File: src/rtl/seg_pkg.sv
// Shared constants and types for the multiplexed 7-segment scan controller.
package seg_pkg;

  localparam int unsigned NUM_DIGITS = 4;
  localparam int unsigned NIB_W      = 4;
  localparam int unsigned SEG_W      = 7;

  // Active-low glyphs, bit order {a,b,c,d,e,f,g}
  localparam logic [SEG_W-1:0] GLYPH_0   = 7'b0000001;
  localparam logic [SEG_W-1:0] GLYPH_1   = 7'b1001111;
  localparam logic [SEG_W-1:0] GLYPH_2   = 7'b0010010;
  localparam logic [SEG_W-1:0] GLYPH_3   = 7'b0000110;
  localparam logic [SEG_W-1:0] GLYPH_4   = 7'b1001100;
  localparam logic [SEG_W-1:0] GLYPH_5   = 7'b0100100;
  localparam logic [SEG_W-1:0] GLYPH_6   = 7'b0100000;
  localparam logic [SEG_W-1:0] GLYPH_7   = 7'b0001111;
  localparam logic [SEG_W-1:0] GLYPH_8   = 7'b0000000;
  localparam logic [SEG_W-1:0] GLYPH_9   = 7'b0000100;
  localparam logic [SEG_W-1:0] GLYPH_OFF = 7'b1111111;

  typedef enum logic {
    ST_SHOW  = 1'b0,
    ST_BLANK = 1'b1
  } scan_state_e;

  // One complete display frame: four BCD digits plus their decimal points
  typedef struct packed {
    logic [NUM_DIGITS*NIB_W-1:0] value;
    logic [NUM_DIGITS-1:0]       dp;
  } frame_t;

endpackage

File: src/rtl/seg7_decode.sv
// BCD nibble to active-low 7-segment glyph; non-decimal codes render as "0".
module seg7_decode
  import seg_pkg::*;
(
  input  logic [NIB_W-1:0] nibble_i,
  output logic [SEG_W-1:0] glyph_c_o
);

  always_comb begin
    glyph_c_o = GLYPH_0;
    case (nibble_i)
      4'd0:    glyph_c_o = GLYPH_0;
      4'd1:    glyph_c_o = GLYPH_1;
      4'd2:    glyph_c_o = GLYPH_2;
      4'd3:    glyph_c_o = GLYPH_3;
      4'd4:    glyph_c_o = GLYPH_4;
      4'd5:    glyph_c_o = GLYPH_5;
      4'd6:    glyph_c_o = GLYPH_6;
      4'd7:    glyph_c_o = GLYPH_7;
      4'd8:    glyph_c_o = GLYPH_8;
      4'd9:    glyph_c_o = GLYPH_9;
      default: glyph_c_o = GLYPH_0;
    endcase
  end

endmodule

File: src/rtl/seg_scan_ctrl.sv
// Four-digit multiplexed 7-segment scanner with dead-time between digits and
// a shadow register so new values only take effect at a frame boundary.
module seg_scan_ctrl
  import seg_pkg::*;
#(
  parameter int unsigned CLK_DIV      = 50000,
  parameter int unsigned BLANK_CYCLES = 8
) (
  input  logic                        clk,
  input  logic                        rst,
  input  logic                        load,
  input  logic [NUM_DIGITS*NIB_W-1:0] value,
  input  logic [NUM_DIGITS-1:0]       dp_in,
  input  logic                        blank_lz,
  output logic                        ld_ready,
  output logic [SEG_W-1:0]            seg,
  output logic                        dp,
  output logic [NUM_DIGITS-1:0]       an
);

  localparam int unsigned SHOW_W  = (CLK_DIV > 1) ? $clog2(CLK_DIV) : 1;
  localparam int unsigned BLANK_W = 8;
  localparam int unsigned IDX_W   = 2;
  localparam logic [SHOW_W-1:0]  SHOW_LAST  = SHOW_W'(CLK_DIV - 1);
  localparam logic [BLANK_W-1:0] BLANK_LAST = BLANK_W'(BLANK_CYCLES - 1);
  localparam logic [IDX_W-1:0]   IDX_LAST   = IDX_W'(NUM_DIGITS - 1);

  scan_state_e           state_q, state_d;
  logic [SHOW_W-1:0]     show_cnt_q, show_cnt_d;
  logic [BLANK_W-1:0]    blank_cnt_q, blank_cnt_d;
  logic [IDX_W-1:0]      idx_q, idx_d;
  frame_t                active_q, active_d;
  frame_t                shadow_q, shadow_d;
  logic                  ready_q, ready_d;
  logic [SEG_W-1:0]      seg_q, seg_d;
  logic                  dp_q, dp_d;
  logic [NUM_DIGITS-1:0] an_q, an_d;

  logic                  accept_c;
  logic [NIB_W-1:0]      nibble_c;
  logic [SEG_W-1:0]      glyph_c;
  logic [NUM_DIGITS-1:0] zero_c;
  logic [NUM_DIGITS-1:0] lz_mask_c;
  logic                  lz_blank_c;

  assign nibble_c = active_q.value[{idx_q, 2'b00} +: NIB_W];

  seg7_decode u_decode (
    .nibble_i  (nibble_c),
    .glyph_c_o (glyph_c)
  );

  // Digit k is a leading zero when it and every digit above it are zero; digit 0 never is
  always_comb begin
    for (int k = 0; k < NUM_DIGITS; k++) begin
      zero_c[k] = (active_q.value[k*NIB_W +: NIB_W] == '0);
    end
    lz_mask_c[NUM_DIGITS-1] = zero_c[NUM_DIGITS-1];
    for (int k = NUM_DIGITS - 2; k >= 0; k--) begin
      lz_mask_c[k] = zero_c[k] & lz_mask_c[k+1];
    end
    lz_mask_c[0] = 1'b0;
    lz_blank_c   = blank_lz & lz_mask_c[idx_q];
  end

  assign accept_c = load & ready_q;

  always_comb begin
    state_d     = state_q;
    show_cnt_d  = show_cnt_q;
    blank_cnt_d = blank_cnt_q;
    idx_d       = idx_q;
    active_d    = active_q;
    shadow_d    = shadow_q;
    ready_d     = ready_q;
    seg_d       = GLYPH_OFF;
    dp_d        = 1'b1;
    an_d        = '1;

    case (state_q)
      ST_SHOW: begin
        an_d  = ~(NUM_DIGITS'(1) << idx_q);
        seg_d = lz_blank_c ? GLYPH_OFF : glyph_c;
        dp_d  = ~active_q.dp[idx_q];
        if (show_cnt_q == SHOW_LAST) begin
          state_d     = ST_BLANK;
          show_cnt_d  = '0;
          blank_cnt_d = '0;
        end else begin
          show_cnt_d = show_cnt_q + 1'b1;
        end
      end
      ST_BLANK: begin
        if (blank_cnt_q == BLANK_LAST) begin
          state_d     = ST_SHOW;
          idx_d       = idx_q + 1'b1;
          show_cnt_d  = '0;
          blank_cnt_d = '0;
          // Frame boundary: the only point where a pending value becomes visible
          if (idx_q == IDX_LAST) begin
            if (!ready_q) begin
              active_d = shadow_q;
            end
            ready_d = 1'b1;
          end
        end else begin
          blank_cnt_d = blank_cnt_q + 1'b1;
        end
      end
      default: state_d = ST_BLANK;
    endcase

    // A capture on the apply cycle lands after the copy and keeps pending set
    if (accept_c) begin
      shadow_d = '{value: value, dp: dp_in};
      ready_d  = 1'b0;
    end
  end

  always_ff @(posedge clk) begin
    if (rst) begin
      state_q     <= ST_BLANK;
      show_cnt_q  <= '0;
      blank_cnt_q <= '0;
      idx_q       <= IDX_LAST;
      active_q    <= '0;
      shadow_q    <= '0;
      ready_q     <= 1'b1;
      seg_q       <= GLYPH_OFF;
      dp_q        <= 1'b1;
      an_q        <= '1;
    end else begin
      state_q     <= state_d;
      show_cnt_q  <= show_cnt_d;
      blank_cnt_q <= blank_cnt_d;
      idx_q       <= idx_d;
      active_q    <= active_d;
      shadow_q    <= shadow_d;
      ready_q     <= ready_d;
      seg_q       <= seg_d;
      dp_q        <= dp_d;
      an_q        <= an_d;
    end
  end

  assign ld_ready = ready_q;
  assign seg      = seg_q;
  assign dp       = dp_q;
  assign an       = an_q;

endmodule

File: config.mk
export PLATFORM = sky130hd
export DESIGN_NAME = seg_scan_ctrl
export DESIGN_NICKNAME = d
export VERILOG_FILES = /design/src/rtl/seg_pkg.sv /design/src/rtl/seg7_decode.sv /design/src/rtl/seg_scan_ctrl.sv
export SDC_FILE = /design/constraint.sdc
export NUM_CORES = 1
export LEC_CHECK = 0
export BUFFER_PORTS_ARGS = -buffer_cell sky130_fd_sc_hd__buf_2
export CAP_MARGIN = 15
export CORE_AREA = 5 5 99 78
export CTS_BUF_LIST = sky130_fd_sc_hd__clkbuf_4 sky130_fd_sc_hd__clkbuf_8
export DETAILED_ROUTE_END_ITERATION = 8
export DIE_AREA = 0 0 104 83
export PLACE_DENSITY = 0.85
export SLEW_MARGIN = 20
export SYNTH_ARGS = -nofsm -noshare
export SYNTH_HDL_FRONTEND = slang
export SYNTH_SLANG_ARGS = --single-unit
File: constraint.sdc
create_clock -name clk -period 2.15 [get_ports clk]
set_clock_uncertainty 0.05 [all_clocks]
set_input_delay 0.215 -clock clk [delete_from_list [all_inputs] [get_ports clk]]
set_output_delay 0.215 -clock clk [all_outputs]
set_load 0.05 [all_outputs]
==> impl_metrics.py <==
metrics = {
    "outcome": {
        "status": "finished with violations",
        "violations": "negative setup slack",
    },
    "worst_setup_path": {
        "reg2reg_to": "active_q[8]$_SDFFE_PP0P_",
        "path_max_fanout": 6,
        "cpPeakStageDelay_ps": 530,
        "crit_required_ps": 2330,
        "r2r.worst_path.cells": 5,
        "critical_path_depth": 5,
        "crit_start": "blank_cnt_q[4]$_SDFFE_PP0P_",
        "critPathCaptureType": "flip-flop",
        "crit_path_start_kind": "flip-flop",
        "r2r-start": "blank_cnt_q[4]$_SDFFE_PP0P_",
        "critPathKind": "flip-flop to flip-flop",
        "endpoint": "active_q[8]$_SDFFE_PP0P_",
        "critPathArrivalTime_ps": 2360,
        "timing.critical_path.max_delay_family": "simple AND/OR/NAND/NOR gates",
        "path_buf_inv": 0,
        "worstPathCellList": "or3_4 > or4b_4 > or3b_4 > mux2i_1 > nor2_1",
        "crit_slowest_cell": "or4b_4",
        "r2r_slack_ps": -30,
    },
    "sta": {
        "period_needed_ps": 2180,
        "slew_violations": 0,
        "hold_violations": 0,
        "max_slew_margin_pct": 56.2,
        "setup-violations-final": 1,
        "worst_pin_slew_ps": 657,
        "period_share_pct": 101,
        "fmax_mhz": 459,
        "hold_slack_ps": 30.0,
        "rsz0062_at_grt": "true",
        "setup_slack_ps": -30.8,
    },
    "finish": {
        "nets": 470,
        "fillCellCount": 566,
        "diodes": 0,
        "drive_gt1_share_pct": 22.4,
        "syn_to_final_growth_pct": 15.4,
        "fin_cells": 525,
    },
    "global_routing": {
        "antenna_found_initial": 0,
        "grt_pass1_wl_um": 13100,
        "grt_use_total_pct": 18.0,
        "grt_max_degree": 30,
        "grt_pass1_vias": 2776,
        "grt-ovfl-total": 0,
    },
    "drt": {
        "num_vias": 3010,
        "routed_wl_um": 7760,
        "postRouteAntennaNets": 0,
        "drtIter0Drc": 163,
        "post_drt_via_cell_ratio": 5.73,
        "firstDrtPassIters": 5,
        "routedWlPerCell_um": 14.8,
        "drc": 0,
    },
    "clock_network": {
        "htreeDepth": 3,
        "cts_tree": "done",
        "ctsHoldBuffers": 0,
        "clk_latency_ps": 360,
        "cts_buffers": 9,
        "clkSinkCount": 80,
        "clockBufferDepth": 2,
        "path_clk_slew_ps": 90,
        "cts_root_buf": "clkbuf_8",
    },
    "synth": {
        "syn-num-nets": 419,
        "synth_edf_count": 0,
        "synthTopCellsByArea": "dfxtp_1, mux2i_1, nand2_1",
        "synthAdderAreaFrac_pct": 3.57,
        "netlist_area_um2": 3500,
        "muxShareOfSynthArea_pct": 10.1,
        "synth.avg_cell_area_um2": 9.09,
        "ys.flop_type": "dfxtp_1",
        "ys_types": 48,
        "ys_top_cells_by_count": "dfxtp_1, nand2_1, nor2_1",
        "yosysMostFrequentCell": "dfxtp_1",
        "synth_seq_cells": 80,
        "synth_xor_area_share_pct": 0.751,
        "netlist.area_leader.share_pct": 45.7,
        "ys_seq_area_share_pct": 45.7,
        "synth-compound-area-share_pct": 14.1,
        "synthSimpleGateAreaFrac_pct": 20.5,
        "synth_area_leader_cell": "dfxtp_1",
        "synth-async-reset-ratio_pct": 0,
        "synth_top_family_by_area": "simple AND/OR/NAND/NOR gates",
        "netlist_instances": 385,
        "yosysWarnings": 0,
    },
    "place": {
        "hpwl_um": 5380,
        "post-place-cells": 506,
        "numPortBuffers": 36,
        "gp_congestion": 0.875,
    },
    "floorplan": {
        "io_pins": 37,
        "dieArea_um2": 8630,
        "die_w_um": 104,
        "die_h_um": 83,
        "start_util_pct": 52.8,
        "core_region_area_um2": 6640,
        "rows": 26,
    },
    "worst_hold_path": {
        "min_path_type": "primary input to flip-flop",
    },
    "pwr": {
        "pwr_density_cell_nw_per_um2": 669,
        "peakVddDrop_v": 0.000500,
        "p_leak_uw": 0.00172,
    },
    "run": {
        "cap_violations": 0,
    },
}
cells by family (layout without fill, tap and decap cells):
logic type,Yosys count,in the layout
AO/OA/AOI/OAI,77,77
XOR/XNOR,3,3
adder cells (fa/ha/maj),10,10
buffers and inverters,32,86
flip-flops,80,80
multiplexers,29,29
AND/OR/NAND/NOR,154,156
worst reg2reg max path: stages, from the launching register on:
cell,delay [ps]
dfxtp_2,330
or3_4,380
or4b_4,530
or3b_4,490
mux2i_1,210
nor2_1,70
layout make-up:
class                      count  area (um2)  area share [%]
sequential                    80        1610            39.7
inverter                       8        30.0           0.743
tap                           84         105            2.60
timing repair buffer          62         375            9.29
clock inverter                 7        62.6            1.55
multi-input combinational    275        1740            43.0
clock buffer                   9         124            3.07
where the power goes:
| part | switching [uW] | leakage (uW) | internal (uW) |
|---|---|---|---|
| Combinational | 78.2 | 0.000975 | 55.2 |
| Sequential | 21.5 | 0.000649 | 1510 |
| Clock | 593 | 0.0000927 | 443 |
| Total | 693 | 0.00172 | 2010 |
flip-flops by register name (all words and copies together), names as in the netlist:
| name | flops |
|---|---|
| dp | 1 |
| state_q | 1 |
| ld_ready | 1 |
| active_q | 20 |
| shadow_q | 20 |
| show_cnt_q | 16 |
| seg | 7 |
| an | 4 |
| idx_q | 2 |
| blank_cnt_q | 8 |
cell usage in the layout (no fill, tap or decap), types with 8 or more instances in the layout:
master | Yosys | layout
a311oi_1 | 11 | 11
mux2i_1 | 24 | 24
buf_2 | 0 | 36
dfxtp_1 | 80 | 77
nand3_1 | 8 | 8
nand2_1 | 64 | 64
o21ai_0 | 15 | 15
ha_1 | 10 | 10
buf_4 | 0 | 26
clkbuf_8 | 1 | 9
a21oi_1 | 34 | 34
nor2_1 | 46 | 46
per-stage QoR:
stage	utilization [%]	total power [uW]	TNS, ps	cell area [um2]	worst slack [ps]
2_1_floorplan	-	1650	-3060	3500	-167
3_3_place_gp	57.6	1690	-162	3820	-16.3
3_5_place_dp	57.6	1700	-1140	3820	-95.4
4_1_cts	60.6	2720	-55.3	4020	-22.9
5_1_grt	60.9	2810	-562	4040	-93.6
6_report	60.9	2700	-30.8	4040	-30.8
per-layer routing:
metal / wire [um] / part of all wire [%] / GRT usage, %
met1: 3520 / 45 / 24.3
met2: 3510 / 45 / 27.5
met5: 0 / 0 / 0
met4: 99 / 1.3 / 5.06
met3: 633 / 8.2 / 6.28
how the worst min path moves through the flow:
stage                         startpoint                        end  depth (start not counted)
4_1_cts                         value[7]  shadow_q[11]$_SDFFE_PP0P_                          3
3_3_place_gp   shadow_q[14]$_SDFFE_PP0P_  shadow_q[14]$_SDFFE_PP0P_                          2
3_5_place_dp    shadow_q[0]$_SDFFE_PP0P_   shadow_q[0]$_SDFFE_PP0P_                          2
6_report                        value[7]  shadow_q[11]$_SDFFE_PP0P_                          3
2_1_floorplan                   dp_in[0]   shadow_q[0]$_SDFFE_PP0P_                          2
5_1_grt                         value[4]   shadow_q[8]$_SDFFE_PP0P_                          3
timing repair:
| item | in CTS | in global routing |
|---|---|---|
| cloned | 1 | 1 |
| resized for setup | 1 | 2 |
| pin swaps | 2 | 2 |
| buffers inserted | 0 | 1 |
| setup endpoints to repair | 20 | 20 |
Note: power is estimated with default switching activity, not from simulation.
